==> src/rtl/led_seq_pkg.sv <==
// Shared encodings and seed helpers for the LED pattern sequencer.
package led_seq_pkg;

  localparam int MAX_LED = 32;

  typedef enum logic [1:0] {
    MODE_SHL   = 2'd0,
    MODE_SHR   = 2'd1,
    MODE_PING  = 2'd2,
    MODE_FLASH = 2'd3
  } mode_e;

  typedef enum logic [2:0] {
    ST_IDLE  = 3'd0,
    ST_SHL   = 3'd1,
    ST_SHR   = 3'd2,
    ST_PING  = 3'd3,
    ST_FLASH = 3'd4
  } state_e;

  function automatic logic [MAX_LED-1:0] seed_low();
    return {{(MAX_LED-1){1'b0}}, 1'b1};
  endfunction

  function automatic logic [MAX_LED-1:0] seed_msb(input int nb);
    return seed_low() << (nb - 1);
  endfunction

  // Alternating 0101... pattern with the LSB set.
  function automatic logic [MAX_LED-1:0] seed_alt();
    logic [MAX_LED-1:0] s;
    s = '0;
    for (int i = 0; i < MAX_LED; i += 2) begin
      s = s | (seed_low() << i);
    end
    return s;
  endfunction

  // Active states follow the mode encoding, offset past IDLE.
  function automatic state_e mode_to_state(input mode_e m);
    return state_e'({1'b0, m} + 3'd1);
  endfunction

endpackage

==> src/rtl/led_seq_ctrl_sw_sync.sv <==
// Switch synchroniser with optional debounce (LED_SEQ_DEBOUNCE_EN).
module sw_sync
  import led_seq_pkg::*;
#(
  parameter int W           = 4,
  parameter int SYNC_STAGES = 2,
  parameter int DEB_CYCLES  = 16
) (
  input  logic         clock,
  input  logic         rst_n,
  input  logic [W-1:0] sw_async,
  output logic [W-1:0] sw_s
);

  logic [SYNC_STAGES-1:0][W-1:0] sync_r;

  // Metastability chain; stage 0 captures the raw switches.
  always_ff @(posedge clock or negedge rst_n) begin
    if (!rst_n) begin
      sync_r <= '0;
    end else begin
      sync_r <= {sync_r[SYNC_STAGES-2:0], sw_async};
    end
  end

`ifdef LED_SEQ_DEBOUNCE_EN
  localparam int CW = (DEB_CYCLES > 2) ? $clog2(DEB_CYCLES) : 1;

  logic [W-1:0] deb_r;

  for (genvar b = 0; b < W; b++) begin : g_deb
    logic          prev_r;
    logic [CW-1:0] cnt_r;

    // Accept a bit only after DEB_CYCLES identical samples in a row.
    always_ff @(posedge clock or negedge rst_n) begin
      if (!rst_n) begin
        prev_r   <= 1'b0;
        cnt_r    <= '0;
        deb_r[b] <= 1'b0;
      end else if (sync_r[SYNC_STAGES-1][b] != prev_r) begin
        prev_r <= sync_r[SYNC_STAGES-1][b];
        cnt_r  <= '0;
      end else if (cnt_r != CW'(DEB_CYCLES - 2)) begin
        cnt_r <= cnt_r + CW'(1);
      end else begin
        deb_r[b] <= prev_r;
      end
    end
  end

  assign sw_s = deb_r;
`else
  assign sw_s = sync_r[SYNC_STAGES-1];

  // DEB_CYCLES is only consumed by the debounce build.
  if (DEB_CYCLES < 2) begin : g_deb_unused
  end
`endif

endmodule

==> src/rtl/led_seq_ctrl.sv <==
// LED pattern sequencer top. Optional switch debounce via LED_SEQ_DEBOUNCE_EN.
module led_seq_ctrl
  import led_seq_pkg::*;
#(
  parameter int NB_LED      = 4,
  parameter int SYNC_STAGES = 2,
  parameter int DEB_CYCLES  = 16
) (
  input  logic              clock,
  input  logic              i_reset,
  input  logic              i_tick,
  input  logic [3:0]        i_sw,
  output logic [NB_LED-1:0] o_led,
  output logic [NB_LED-1:0] o_led_b,
  output logic [NB_LED-1:0] o_led_g,
  output logic [2:0]        o_state,
  output logic              o_mode_chg
);

  localparam logic [MAX_LED-1:0] SEED_LOW_F = seed_low();
  localparam logic [MAX_LED-1:0] SEED_MSB_F = seed_msb(NB_LED);
  localparam logic [MAX_LED-1:0] SEED_ALT_F = seed_alt();
  localparam logic [NB_LED-1:0]  SEED_LOW   = SEED_LOW_F[NB_LED-1:0];
  localparam logic [NB_LED-1:0]  SEED_MSB   = SEED_MSB_F[NB_LED-1:0];
  localparam logic [NB_LED-1:0]  SEED_ALT   = SEED_ALT_F[NB_LED-1:0];

  logic [3:0]        sw_s;
  logic              run_s;
  mode_e             req_mode_s;
  state_e            state_r, state_nxt_s;
  mode_e             mode_r, mode_nxt_s;
  logic [NB_LED-1:0] pattern_r, pattern_nxt_s, seed_s, step_s;
  logic              dir_r, dir_nxt_s, step_dir_s;
  logic              load_s, adv_s, chg_nxt_s;
  logic [NB_LED-1:0] led_b_r, led_g_r;
  logic              chg_r;

  sw_sync #(
    .W           (4),
    .SYNC_STAGES (SYNC_STAGES),
    .DEB_CYCLES  (DEB_CYCLES)
  ) u_sw_sync (
    .clock    (clock),
    .rst_n    (i_reset),
    .sw_async (i_sw),
    .sw_s     (sw_s)
  );

  assign run_s      = sw_s[0];
  assign req_mode_s = mode_e'(sw_s[2:1]);

  // State, pattern and registered outputs.
  always_ff @(posedge clock or negedge i_reset) begin
    if (!i_reset) begin
      state_r   <= ST_IDLE;
      mode_r    <= MODE_SHL;
      pattern_r <= '0;
      dir_r     <= 1'b1;
      led_b_r   <= '0;
      led_g_r   <= '0;
      chg_r     <= 1'b0;
    end else begin
      state_r   <= state_nxt_s;
      mode_r    <= mode_nxt_s;
      pattern_r <= pattern_nxt_s;
      dir_r     <= dir_nxt_s;
      led_b_r   <= sw_s[3] ? pattern_nxt_s : '0;
      led_g_r   <= sw_s[3] ? '0 : pattern_nxt_s;
      chg_r     <= chg_nxt_s;
    end
  end

  // Next state; dropping run always wins over a coincident tick.
  always_comb begin
    state_nxt_s = state_r;
    case (state_r)
      ST_IDLE: begin
        if (i_tick && run_s) state_nxt_s = mode_to_state(req_mode_s);
        else                 state_nxt_s = ST_IDLE;
      end
      ST_SHL, ST_SHR, ST_PING, ST_FLASH: begin
        if (!run_s)      state_nxt_s = ST_IDLE;
        else if (i_tick) state_nxt_s = mode_to_state(req_mode_s);
        else             state_nxt_s = state_r;
      end
      default: state_nxt_s = ST_IDLE;
    endcase
  end

  // Seed for the requested mode and one step of the current mode.
  always_comb begin
    case (req_mode_s)
      MODE_SHL, MODE_PING: seed_s = SEED_LOW;
      MODE_SHR:            seed_s = SEED_MSB;
      MODE_FLASH:          seed_s = SEED_ALT;
      default:             seed_s = SEED_LOW;
    endcase
    step_dir_s = dir_r;
    case (mode_r)
      MODE_SHL:   step_s = {pattern_r[NB_LED-2:0], pattern_r[NB_LED-1]};
      MODE_SHR:   step_s = {pattern_r[0], pattern_r[NB_LED-1:1]};
      MODE_PING: begin
        if (dir_r) begin
          step_s     = {pattern_r[NB_LED-2:0], 1'b0};
          step_dir_s = ~step_s[NB_LED-1];
        end else begin
          step_s     = {1'b0, pattern_r[NB_LED-1:1]};
          step_dir_s = step_s[0];
        end
      end
      MODE_FLASH: step_s = ~pattern_r;
      default:    step_s = pattern_r;
    endcase
  end

  // Output decode: seed on start/mode change, otherwise advance on tick.
  always_comb begin
    load_s        = 1'b0;
    adv_s         = 1'b0;
    pattern_nxt_s = pattern_r;
    dir_nxt_s     = dir_r;
    mode_nxt_s    = mode_r;
    chg_nxt_s     = 1'b0;
    case (state_r)
      ST_IDLE: begin
        if (i_tick && run_s) begin
          if (pattern_r == '0 || req_mode_s != mode_r) load_s = 1'b1;
          else                                         adv_s  = 1'b1;
        end else begin
          load_s = 1'b0;
        end
      end
      ST_SHL, ST_SHR, ST_PING, ST_FLASH: begin
        if (i_tick && run_s) begin
          if (req_mode_s != mode_r) load_s = 1'b1;
          else                      adv_s  = 1'b1;
        end else begin
          adv_s = 1'b0;
        end
      end
      default: begin
        load_s = 1'b0;
        adv_s  = 1'b0;
      end
    endcase
    if (load_s) begin
      pattern_nxt_s = seed_s;
      dir_nxt_s     = 1'b1;
      mode_nxt_s    = req_mode_s;
      chg_nxt_s     = (req_mode_s != mode_r);
    end else if (adv_s) begin
      pattern_nxt_s = step_s;
      dir_nxt_s     = step_dir_s;
    end else begin
      chg_nxt_s = 1'b0;
    end
  end

  assign o_led      = pattern_r;
  assign o_led_b    = led_b_r;
  assign o_led_g    = led_g_r;
  assign o_state    = state_r;
  assign o_mode_chg = chg_r;

endmodule

==> config.mk <==
export PLATFORM = sky130hd
export DESIGN_NAME = led_seq_ctrl
export DESIGN_NICKNAME = d
export VERILOG_FILES = /design/src/rtl/led_seq_pkg.sv /design/src/rtl/led_seq_ctrl_sw_sync.sv /design/src/rtl/led_seq_ctrl.sv
export SDC_FILE = /design/constraint.sdc
export NUM_CORES = 1
export LEC_CHECK = 0
export CORE_MARGIN = 3
export CORE_UTILIZATION = 40
export DETAILED_ROUTE_END_ITERATION = 6
export PLACE_DENSITY = 0.78
export SLEW_MARGIN = 20
export SYNTH_ARGS = -nofsm -noshare
export SYNTH_HDL_FRONTEND = slang
export SYNTH_SLANG_ARGS = --single-unit
==> constraint.sdc <==
create_clock -name clock -period 1.5 [get_ports clock]
set_input_delay 0.3 -clock clock [delete_from_list [all_inputs] [get_ports clock]]
set_output_delay 0.3 -clock clock [all_outputs]
set_load 0.01 [all_outputs]
# Yosys cells after proc, flatten, opt, wreduce, memory -nomap -nowiden
# Cells that the tools add are included.
# word_totals
reg_bits	27
inputBits	7
out_inout_bits	16
wordCells	61
# classes
addsub	1
n_eq_ne	12
n_mux	26
bitwise_logic	2
reduce_logical	11
# ops
operator	n
$mux 4	5
$pmux 4 s4	1
$mux 1	13
$pmux 4 s3	1
$mux 3	3
$eq 2x2->1 const B	4
$eq 3x2->1 const B	2
$pmux 3 s2	1
$eq 2x1->1 const B	2
$logic_not 2->1	2
$logic_not 4->1	1
$not 4->4	1
$pmux 1 s2	2
$reduce_bool 2->1	2
$reduce_or 4->1	1
$add 2x1->3 const B	1
$eq 3x1->1 const B	1
$eq 3x3->1 const B	1
$logic_not 3->1	1
$ne 3x3->1 const B	1
$ne 2x2->1	1
$reduce_and 2->1	1
$reduce_or 2->1	1
$logic_and 1x1->1	1
2 further kinds	2

# Longest topological paths before layout
# logic_depth
ltp_word	8
depth_mapped	5
ltp_nobuf	5

# Modules after synthesis
# A second synthesis with hierarchy kept.
# hier_totals
hier_cells	117
hier_area_um2	1310.0
# by_module_without_submodules
mod	n_inst	cells_each	area_each_um2	seq_area_each_um2
led_seq_ctrl	1	105	1079.8	476.7
sw_sync	1	12	230.2	200.2

# Least setup slack after synthesis
# OpenSTA, ideal clock, no wires.
# synth_timing
path_kind	register -> register
start	reg state_r[0] (netlist: o_state[0])
end	reg mode_r[0]
setup_ns	0.125
arrival_time_ns	1.485
required_time_ns	1.375
setup_slack_ns	-0.110
stages_incl_launch_ff	5
path_buffers	0
period_less_slack_ns	1.610
cell_sequence	dfrtp_1 -> or2_1 -> a22o_1 -> a21oi_2 -> mux2_2
# synth_between
elab_chain_len	3
word_cells_on_any_way	7
cone_classes	4 x eq/ne; 1 x mux; 2 x reduce/logical
# synth_rtl
element	line	source
from (decl)	led_seq_ctrl.sv:30	state_e state_r, state_nxt_s;
from (signal assigned)	led_seq_ctrl.sv:63	state_r <= state_nxt_s;
$eq 3x1->1, or another cell as far along	led_seq_ctrl.sv:124	case (state_r)
$reduce_or 4->1	led_seq_ctrl.sv:124	
$pmux 1 s2 *	led_seq_ctrl.sv:124	
to (signal assigned)	led_seq_ctrl.sv:64	mode_r <= mode_nxt_s;
to (decl)	led_seq_ctrl.sv:31	mode_e mode_r, mode_nxt_s;
# Mark *: on every way between the ends. The rest lies on a longest branch, timed or not.
# A chain may end at the register's enable or synchronous reset.

# Worst setup path in the final report
# layout_timing
start	reg pattern_r[0] (netlist: o_led[0])
end	reg mode_r[0]
# layout_between
elab_chain_len	5
# layout_rtl
element	line	source
from (decl)	led_seq_ctrl.sv:32	logic [NB_LED-1:0] pattern_r, pattern_nxt_s, seed_s, step_s;
from (signal assigned)	led_seq_ctrl.sv:65	pattern_r <= pattern_nxt_s;
$logic_not 4->1	led_seq_ctrl.sv:127	if (pattern_r == '0 || req_mode_s != mode_r) load_s = 1'b1;
$logic_or 1x1->1	led_seq_ctrl.sv:127	
$mux 1	led_seq_ctrl.sv:127	
$mux 1	led_seq_ctrl.sv:126	if (i_tick && run_s) begin
$pmux 1 s2	led_seq_ctrl.sv:124	
# Every way passes these cells.

==> run metrics <==
Worst Path Class, Setup=reg2reg; Netlist cell types=41; MaxCap Viol Count=0; placed cell count=197; minimum clock period=~1.6 ns; Residual DRC=0; Tcrit/Tclk final=110%; die width=between 60 and 70 um; max frequency=roughly 0.6 GHz; ranking of synthesized cells by area=dfrtp_1 (50%), a211oi_1 (2.9%), ha_1 (2.9%); First-pass DRT Iterations=4; status=finished with violations; DRT antenna net count=0; Synth warnings=0; starting DRC count in detailed routing=58; number of synthesized register bits=27; Post-Layout Cell Count=roughly 210; Slew headroom=about four fifths; crit end category=register; Worst EP required=1.74 ns; min-delay worst type=in2async; post-synth top area share=between 50% and 60%; Clock Sinks=27; total power draw=between 3 and 4 mW; Longest Clk Path Bufs=2; sequential area share after synthesis=52.4%; vias in the first global route=1145; most frequent cell after synthesis=dfrtp_1; CTS clk-pin slew, worst paths=~0.15 ns; pin count of the biggest net entering global routing=28; global-route wire length before repair=between 5000 and 6000 um; worst-path fanout max=4; initial antenna violation count=0; share of post-route cells with drive strength above 1=around 47%; Worst Max-Slew Pin Slew=between 0.3 and 0.4 ns; leading area contributor after synthesis=dfrtp_1; CP arrival=approximately 1.9 ns; Top FF cell, synth=dfrtp_1; fin. max-slew vios=0; CTS hold repair buffers=0; failing checks=negative setup slack; crit path launch type=register; via count=between 1000 and 1500; syn_area_per_cell=~11 um^2; area grow syn2layout=56.3%; skew final=just over 0.004 ns; CORE AREA=0.00292 mm^2; Post-Syn Area=about 0.0013 mm^2; H-tree depth=1; Mapped Cells=around 110; I/O Buffers=22; clk root buf=clkbuf_4; die height=about 63 um; setup TNS=-1.37 ns; drt via density=between 5 and 6; final setup slack of the worst path=-0.147 ns; Max rail drop VDD=~0.95 mV; CTS tree=built; asr flop ratio synth=100%; R2R setup slack=-0.15 ns; CTS Buf Count=3; Tot GR Track Use=approximately 18%; DP HPWL=roughly 2200 um; syn nets=123; gr ovfl total=0; number of synthesized flops with an enable pin=0; Routed wire per std cell=between 15 and 20 um; GP Congestion=0.874; Pleak=0.919 nW; commonest cells in the netlist=dfrtp_1 (26), a21oi_1 (7), nand2_1 (6), o21ai_0 (6); pwr dens=1600 mW/mm^2; Total Wirelength=between 3000 and 4000 um; Die ar.=around 0.004 mm^2; hold_ws=about 0.29 ns; row count=19; Initial Util=44.2%; setup violators final=15; number of I/O pins=23; reg2reg path depth=4; diodes inserted=0; RSZ-0062 raised after global routing=yes; Worst-Skew Late Latency=between 0.3 and 0.4 ns; Layout Nets=roughly 180; Final Hold Fails=0
-- routing by layer --
layer	track usage, %	share of wire, %
met4	5.79	1.3
met1	21.8	42
met3	3.06	3.0
met2	31.4	54
met5	0	0
-- cell usage in the layout (no fill, tap or decap), drive strengths merged, types with 2 or more instances in the layout --
master,count
nor3b,3
nor3,2
dlygate4sd2,9
dfrtp,26
clkdlybuf4s15,2
or2,3
xnor2,2
mux2,2
o21a,4
nor2,5
a21oi,8
a211oi,5
inv,4
nor2b,5
buf,39
or2b,3
clkbuf,4
o21ai,7
ha,3
nand2b,4
clkdlybuf4s50,6
nand2,7
-- cells by family (layout without fill, tap and decap cells) --
| kind of cell | count (synthesis) | after routing | synth area share, % |
|---|---|---|---|
| XOR/XNOR | 2 | 2 | 1.36 |
| AND/OR/NAND/NOR | 37 | 37 | 17.7 |
| multiplexers | 4 | 4 | 4.26 |
| buffers and inverters | 7 | 65 | 2.32 |
| AO/OA/AOI/OAI | 33 | 33 | 19.0 |
| adder cells (fa/ha/maj) | 3 | 3 | 2.91 |
| flip-flops | 27 | 27 | 52.4 |
-- worst paths after layout --
path / startpoint / end
worst max-delay path: o_led[0]$_DFF_PN0_ / mode_r[0]$_DFFE_PN0P_
worst min-delay path: i_reset / o_led_b[3]$_DFF_PN0_
worst max register to register: o_led[0]$_DFF_PN0_ / mode_r[0]$_DFFE_PN0P_
worst min register to register: u_sw_sync.sync_r[1]$_DFF_PN0_ / u_sw_sync.sw_s[1]$_DFF_PN0_
max in group asynchronous: i_reset / dir_r$_DFFE_PN1P_
min in group clock: u_sw_sync.sync_r[1]$_DFF_PN0_ / u_sw_sync.sw_s[1]$_DFF_PN0_
-- area by class of cell --
cell class | instances | area (um^2)
Fill cell | 200 | 906
Timing Repair Buffer | 57 | 490
Multi-Input combinational cell | 79 | 747
Clock inverter | 1 | 7.51
Tap cell | 42 | 52.6
Sequential cell | 27 | 683
Inverter | 4 | 15.0
Clock buffer | 3 | 22.5
-- sequential cells by signal (all words and copies together) (netlist names) --
register / flops
dir_r: 1
mode_r: 2
o_led: 4
o_led_b: 4
o_led_g: 4
o_mode_chg: 1
o_state: 3
u_sw_sync.sw_s: 4
u_sw_sync.sync_r: 4
-- where the power goes --
| part | total (mW) | switching (mW) | leakage (nW) | internal [mW] |
|---|---|---|---|---|
| logic | 1.82 | 0.844 | 0.578 | 0.978 |
| registers | 1.07 | 0.162 | 0.327 | 0.908 |
| clock network | 0.332 | 0.229 | 0.0139 | 0.103 |
| total | 3.22 | 1.23 | 0.919 | 1.99 |
-- repair_timing --
item                                    in CTS  in global routing
endpoints found under the setup margin      31                 21
gates cloned                                 0                  1
buffers inserted                            11                  2
resized for setup                           51                 19
pin swaps                                   11                 12
-- stage by stage --
step	utilization, %	cell area [um^2]	worst slack, ns
after floorplan	-	1300	-0.102
after global placement	59.7	1750	-0.324
after detailed placement	59.7	1750	-0.379
after CTS	65.9	1930	-0.144
after global routing	69.0	2020	-0.205
final	69.0	2020	-0.147
-- worst max-delay path, cell delays in order (launching register included) --
cell	delay [ns]
dfrtp_2	0.48
nor4_4	0.38
nand2_2	0.16
a21oi_4	0.22
mux2_4	0.31
No activity file was read; power rests on OpenSTA's default activity.
